===== config.mk =====
export PLATFORM = sky130hd
export DESIGN_NAME = nec_hold_timer
export DESIGN_NICKNAME = d
export VERILOG_FILES = /design/src/rtl/nec_hold_timer.sv
export SDC_FILE = /design/constraint.sdc
export NUM_CORES = 1
export LEC_CHECK = 0
export CAP_MARGIN = 25
export CORE_MARGIN = 5
export CORE_UTILIZATION = 50
export DETAILED_ROUTE_END_ITERATION = 16
export HOLD_SLACK_MARGIN = 0.05
export PLACE_DENSITY_LB_ADDON = 0.25
export SYNTH_ARGS = -nofsm -noshare
export SYNTH_HDL_FRONTEND = slang
export SYNTH_SLANG_ARGS = --single-unit
export TNS_END_PERCENT = 5

===== constraint.sdc =====
create_clock -name clk_i -period 5.5 [get_ports clk_i]
set_clock_uncertainty 0.2 [all_clocks]
set_input_delay 1.65 -clock clk_i [delete_from_list [all_inputs] [get_ports clk_i]]
set_output_delay 1.65 -clock clk_i [all_outputs]
set_load 0.01 [all_outputs]

===== src/rtl/nec_hold_timer.sv =====
// Key-hold timer: counts HOLD cycles and flags when the repeat window closes.
module nec_hold_timer #(
  parameter int REPEAT_TIMEOUT = 6_000_000
) (
  input  logic clk_i,
  input  logic rst_ni,
  input  logic clear_i,
  input  logic enable_i,
  output logic expired_o
);

  localparam int            W     = (REPEAT_TIMEOUT > 1) ? $clog2(REPEAT_TIMEOUT) : 1;
  localparam logic [W-1:0]  LIMIT = W'(REPEAT_TIMEOUT - 1);
  localparam logic [W-1:0]  ONE   = W'(1);

  logic [W-1:0] count_q;
  logic [W-1:0] count_d;

  // Next count: clear wins, otherwise advance while enabled and stick at the limit.
  always_comb begin
    count_d = count_q;
    if (clear_i) begin
      count_d = '0;
    end else if (enable_i && (count_q != LIMIT)) begin
      count_d = count_q + ONE;
    end else begin
      count_d = count_q;
    end
  end

  // Counter register with synchronous active-low reset.
  always_ff @(posedge clk_i) begin
    if (!rst_ni) begin
      count_q <= '0;
    end else begin
      count_q <= count_d;
    end
  end

  assign expired_o = (count_q == LIMIT);

endmodule


=== After elaboration in Yosys (flattened, before gate mapping) ===
Index checks and enable logic that the tools add are counted.

* Word-level logic and storage cells: 7
* Register bits after elaboration: 23
* Output and inout bits: 1
* Input bits: 4

* Eq/ne operators: 2
* Bitwise gates (word level): 1
* Reduce and logical (&&, ||, !) cells: 2
* Add/sub/neg operators: 1

{| class="wikitable"
|+ Operators by type and width
! kind !! count
|-
| 23-bit by 1-bit adder with 23-bit output, second input constant || 1
|-
| 23-bit equality test, second input constant || 1
|-
| 23-bit inequality test, second input constant || 1
|-
| 2-bit OR reduction || 1
|-
| 1-bit logical AND || 1
|-
| 1-bit NOT || 1
|}

=== Logic depth before layout (Yosys ltp) ===
Gate-level depths: netlist of run 1.

* Depth after elaboration: 2
* Gate-level depth with buffers: 6
* Depth with buffers taken out: 5

=== Least setup slack after synthesis of run 1 ===
No wires, ideal clock.

* Path type: register to output
* From: register count_q[0]
* To: output expired_o
* Required time: 3.650 ns
* Cell stages (with the launch flop): 6
* Slack: 2.341 ns
* Arrival time: 1.309 ns
* Buffers on the path: 1
* Cell sequence: dfxtp_1 > ha_1 > and2_1 > and4_1 > buf_2 > and2_1

* Word-level cells in the longest chain between the ends: 1

{| class="wikitable"
|+ Ends and longest elaborated chain
! item !! RTL line !! RTL
|-
| start, declared || 16 || <nowiki>logic [W-1:0] count_q;</nowiki>
|-
| start signal, assigned || 36 || <nowiki>count_q <= count_d;</nowiki>
|-
| 23-bit equality test || 40 || <nowiki>assign expired_o = (count_q == LIMIT);</nowiki>
|-
| end, declared || 9 || <nowiki>output logic expired_o</nowiki>
|}

Every way passes these cells.

=== Final worst setup path of run 1 ===
* From: register count_q[10]
* To: output expired_o

The elaborated chain is that of the path after synthesis.

==> metrics, run 1 <==
DR DRC count 0; Slew Viols, Final 0; final core utilization 0.551; Crit. End Element primary output; Commonest cells post-synth dfxtp_1, nand2_1, a21oi_1, nand2b_1; largest net degree at the start of global routing 23; vias 1138; 1st-pass router iterations 4; largest area contributor in the netlist dfxtp_1; async set-reset flop share out of synthesis 0; main area contributors after synthesis dfxtp_1, nand2_1, mux2i_1; nets 160; pin slew with the least headroom to its limit 900 ps; dpl ws approximately 1500 ps; Critical path origin count_q[10]; Comb power frac 0.045; Sw Pwr 0.0000552 W; CTS tree done; Core Rows 18; Fillers 234; reg2reg end count_q[0]; Lkg Pwr around 0.45 nW; clk root buf clkbuf_4; hold-fix buffers at CTS 0; Area Overhead vs Synth 5.77%; Critical R2R Launch count_q[10]; setup TNS 0 ps; largest family of logic cells by synthesized area simple AND/OR/NAND/NOR gates; global-route wire length before repair 4560 µm; Compound-Gate Fraction of Synth Area 0.170; Vias/cell 6.18; worst path arrival time 2510 ps; remaining antenna violation count 0; largest reg by FF count count_q; Tmin final 4360 ps; Register-to-Register Path Depth 4; Worst-Skew Late Latency 310 ps; vias in the first global route 985; Worst Setup EP expired_o; Max Root-Sink Buffers 2; CTS resizes 0; crit path kind flop to primary output; Core ar. 0.00245 mm²; gr ovfl total 0; initial DRC count 85; simple-gate portion of the synthesized area 0.350; Die Ht 60.6 µm; Mapped Area 0.00128 mm²; Placer Congestion 0.796; detailed placer's ending HPWL 1950 µm; final worst path period share 0.793; Seq cells post-synth 23; drt wl/cell 14.7 µm; Clk pwr share 0.298; sequential share of power 0.657; Starting Density 0.521; total CTS buffers 3; hold_ws 271 ps; Main synth FF type dfxtp_1; share of cells above drive strength 1 0.0455; CP max FO 12; R2R Setup Slk 3200 ps; maximum VDD drop about 0.25 mV; Fmax 0.229 GHz; final WL 2710 µm; Cell Pwr Density 188 mW/mm²; Largest register FFs 23; final worst slack roughly 1100 ps; startpoint types flop; mux contribution to synthesized area 0.0547; Final setup viols 0; die extent in x 60.6 µm; ANT cells 0; Setup Fix Bufs, Post-CTS 0; Post-Synth Adder-Cell Area 0.00978; Worst Hold Class flop to flop; XOR/XNOR Fraction of Synth Area 0.0205; Slew HR 0.395; Port Buf Inserts 4; depth of the CTS H-tree 1; sequential area share after synthesis 0.360; post-synth net total ~160; post-synthesis cell count 152; boundary pin count 5; Critical Path RT about 3700 ps; clock sinks 23; max cap viols 0; initial antenna violation count 0; Yosys Warn Count 0; Clock transition at path regs 120 ps; biggest regs count_q (23); EDFF count, synth 0; top cell type's share of synthesized area 0.360; count leader, synth dfxtp_1; Internal Power around 0.00020 W; total global-route track usage 0.165; Cell variety after synth 36; Syn Area/Cell 8.42 µm²; sw frac 0.216; Fin. Hold Viols 0; Die Area around 0.0037 mm²; status finished clean; unrepaired setup endpoints after global routing false
-- metrics by stage --
step	cell area (µm²)	total power (W)	cells
detailed placement	1330	0.000183	180
finish	1350	0.000255	184
global route	1350	0.000267	184
global placement	1330	0.000182	180
CTS	1350	0.000260	184
floorplan	1280	0.000179	152
-- routing by layer --
metal / GRT usage / part of all wire / vias up
li1: - / - / 575
met3: 0.0383 / 0.056 / 4
met2: 0.285 / 0.48 / 31
met5: 0 / 0 / -
met1: 0.213 / 0.45 / 528
met4: 0.0279 / 0.0092 / 0
-- power by group through the flow --
stage | combinational [W] | clock (W) | sequential (W)
after floorplan | 0.00000778 | 0 | 0.000171
after global placement | 0.0000111 | 0 | 0.000171
after detailed placement | 0.0000116 | 0 | 0.000171
after CTS | 0.0000116 | 0.0000811 | 0.000167
after global routing | 0.0000131 | 0.0000860 | 0.000168
final | 0.0000116 | 0.0000760 | 0.000167
-- worst min path at each step --
| stage | startpoint | end | slack [ps] | cells past startpoint |
|---|---|---|---|---|
| final | count_q[4] | count_q[4] | 270 | 2 |
| after global routing | count_q[22] | count_q[22] | 320 | 2 |
| after CTS | count_q[4] | count_q[4] | 270 | 2 |
| after detailed placement | count_q[4] | count_q[4] | 260 | 2 |
| after global placement | count_q[4] | count_q[4] | 250 | 2 |
| after floorplan | count_q[4] | count_q[4] | 240 | 2 |
-- layout make-up --
type / instances / area (µm²) / area share
Clock buffer: 4 / 26.3 / 0.0194
Timing Repair Buffer: 5 / 47.5 / 0.0351
Tap cell: 30 / 37.5 / 0.0277
Multi-Input combinational cell: 120 / 774 / 0.572
Inverter: 2 / 7.51 / 0.00555
Sequential cell: 23 / 460 / 0.340
-- layout by cell type, fill, tap and decap left out, drive strengths merged --
master         instances
ha                     1
nand3                  8
clkdlybuf4s50          4
and4                   4
nor2                   7
nor4                   2
a21oi                 11
nor4bb                 1
a2111o                 4
xnor2                  1
nand4b                 1
nand2                 20
a21boi                 1
clkbuf                 4
a41o                   1
and2                   5
and3                   5
inv                    2
o31ai                  4
buf                    1
or4                    3
nand4                  9
nand2b                10
dfxtp                 23
nor2b                  1
a211oi                 1
o311ai                 2
a31oi                  1
mux2i                  7
xor2                   2
o21ai                  6
o41ai                  1
or3                    1
-- worst max-delay path: stages (launching register included) --
cell,delay (ps)
dfxtp_1,440
nand4_1,170
nor4_2,810
and2_1,230
clkdlybuf4s50_1,540
-- logic make-up after synthesis --
logic type,after synthesis
buf+inv,9
mux,7
flops,23
simple gates,77
compound gates,32
xor+xnor,3
fa+ha+maj,1
Note: power is estimated with default switching activity, not from simulation.
==> inputs of run 2 (changes only) <==
==> constraint.sdc (replaced) <==
create_clock -name clk_i -period 3.7 [get_ports clk_i]
set_clock_uncertainty 0.2 [all_clocks]
set_input_delay 1.11 -clock clk_i [delete_from_list [all_inputs] [get_ports clk_i]]
set_output_delay 1.11 -clock clk_i [all_outputs]
set_load 0.01 [all_outputs]
==> run 2 against run 1 <==
Compared with the run above: cell area grew 1.4%; critical endpoint unchanged; combinational power grew 45%; first-iteration DRC count shrank 72%; via count shrank 1.7%; non-clock buffer count grew 2; critical path depth grew 1; largest cell class unchanged.
==> metrics, run 2 (synthesized netlist as in run 1, its figures left out) <==
Cell Pwr Density about 280 mW/mm²; unrepaired setup endpoints after global routing false; reg2reg end count_q[22]; Lkg Pwr about 0.47 nW; Critical path origin count_q[0]; maximum VDD drop 0.208 mV; final worst slack 227 ps; Worst Hold Class flop to flop; commonest non-fill, non-tap cell in the layout dfxtp_1; max cap viols 0; global-route wire length before repair 4450 µm; most frequent cells in the layout dfxtp_1, nand2_1, a21oi_1; Starting Density 0.521; pin slew with the least headroom to its limit between 600 and 700 ps; total CTS buffers 3; initial antenna violation count 0; Largest register FFs 23; vias approximately 1100; Worst-Skew Late Latency 310 ps; startpoint types flop; ANT cells 0; Crit. End Element primary output; multi-input combinational cell area 777 µm²; Max Root-Sink Buffers 2; Die Ht 60.6 µm; depth of the CTS H-tree 1; Die Area around 0.0037 mm²; Fmax 0.288 GHz; Core Rows 18; final worst path period share 0.939; Fillers 230; nets 162; Setup Fix Bufs, Post-CTS 0; Fin. Hold Viols 0; Critical R2R Launch count_q[0]; CTS resizes 0; worst path arrival time roughly 2200 ps; Area Overhead vs Synth 7.23%; sequential cell area around 460 µm²; largest reg by FF count count_q; final WL 2690 µm; min-delay src count_q[4]; hold-fix buffers at CTS 0; Placer Congestion between 0.8 and 0.9; initial DRC count 24; hold depth 2; R2R Setup Slk 1740 ps; drt wl/cell around 14 µm; Total Power 0.000383 W; die extent in x 60.6 µm; total global-route track usage 0.159; Hold EP count_q[4]; dpl ws roughly 430 ps; final core utilization 0.559; Port Buf Inserts 4; Vias/cell 6.02; Critical Path RT 2390 ps; boundary pin count 5; Final setup viols 0; CP max FO 12; gr ovfl total 0; clock sinks 23; detailed placer's ending HPWL 1950 µm; Clock transition at path regs roughly 130 ps; clk root buf clkbuf_4; Tmin final 3470 ps; 1st-pass router iterations 5; crit path kind flop to primary output; DR DRC count 0; setup TNS 0 ps; Register-to-Register Path Depth 5; largest net degree at the start of global routing 16; CTS tree done; status finished clean; Slew HR 0.589; biggest regs count_q (23); vias in the first global route 982; Slew Viols, Final 0; share of cells above drive strength 1 0.0705; remaining antenna violation count 0; Core ar. 0.00245 mm²
==> run 2: cell types whose count changed in the layout (fill, tap and decap cells not counted) <==
cell,delta
clkinv_2,+1
clkbuf_1,-1
and4_4,+1
buf_4,+2
and4_1,-1
==> run 2: layer usage <==
metal | track usage | part of all wire | up-vias
li1 | - | - | 577
met1 | 0.222 | 0.49 | 525
met2 | 0.247 | 0.47 | 15
met3 | 0.0319 | 0.031 | 2
met4 | 0.0495 | 0.0071 | 0
met5 | 0 | 0 | -
==> run 2: metrics by stage <==
stage	std cells	hold slack, ps	instance area (µm²)
after floorplan	152	238	1280
after global placement	182	255	1340
after detailed placement	182	263	1340
after CTS	186	281	1370
after global routing	186	301	1370
final	186	280	1370
==> run 2: worst max-delay path by stage <==
| stage | to | slack, ps | depth (start not counted) |
|---|---|---|---|
| 2_1_floorplan | expired_o | 1080 | 5 |
| 3_3_place_gp | expired_o | 510 | 5 |
| 3_5_place_dp | expired_o | 430 | 5 |
| 4_1_cts | expired_o | 70 | 5 |
| 5_1_grt | expired_o | 50 | 5 |
| 6_report | expired_o | 230 | 5 |
==> run 2: final cells by class <==
class | count | share of cell area
flip-flops and latches | 23 | 0.335
repair buffers | 7 | 0.0456
clock inverters | 1 | 0.00365
multi-input cells | 120 | 0.566
inverters | 2 | 0.00547
clock buffers | 3 | 0.0164
well taps | 30 | 0.0273
==> run 2: critical path: stages, from the launching register on <==
cell	delay (ps)
dfxtp_1	390
ha_1	200
and2_1	260
and4_4	340
and2_1	140
clkdlybuf4s50_1	530
==> run 2: power breakdown <==
part	internal [W]	switching (W)	leakage, nW
Combinational	0.00000671	0.0000101	0.263
Sequential	0.000248	0.000000619	0.185
Clock	0.0000403	0.0000764	0.0177
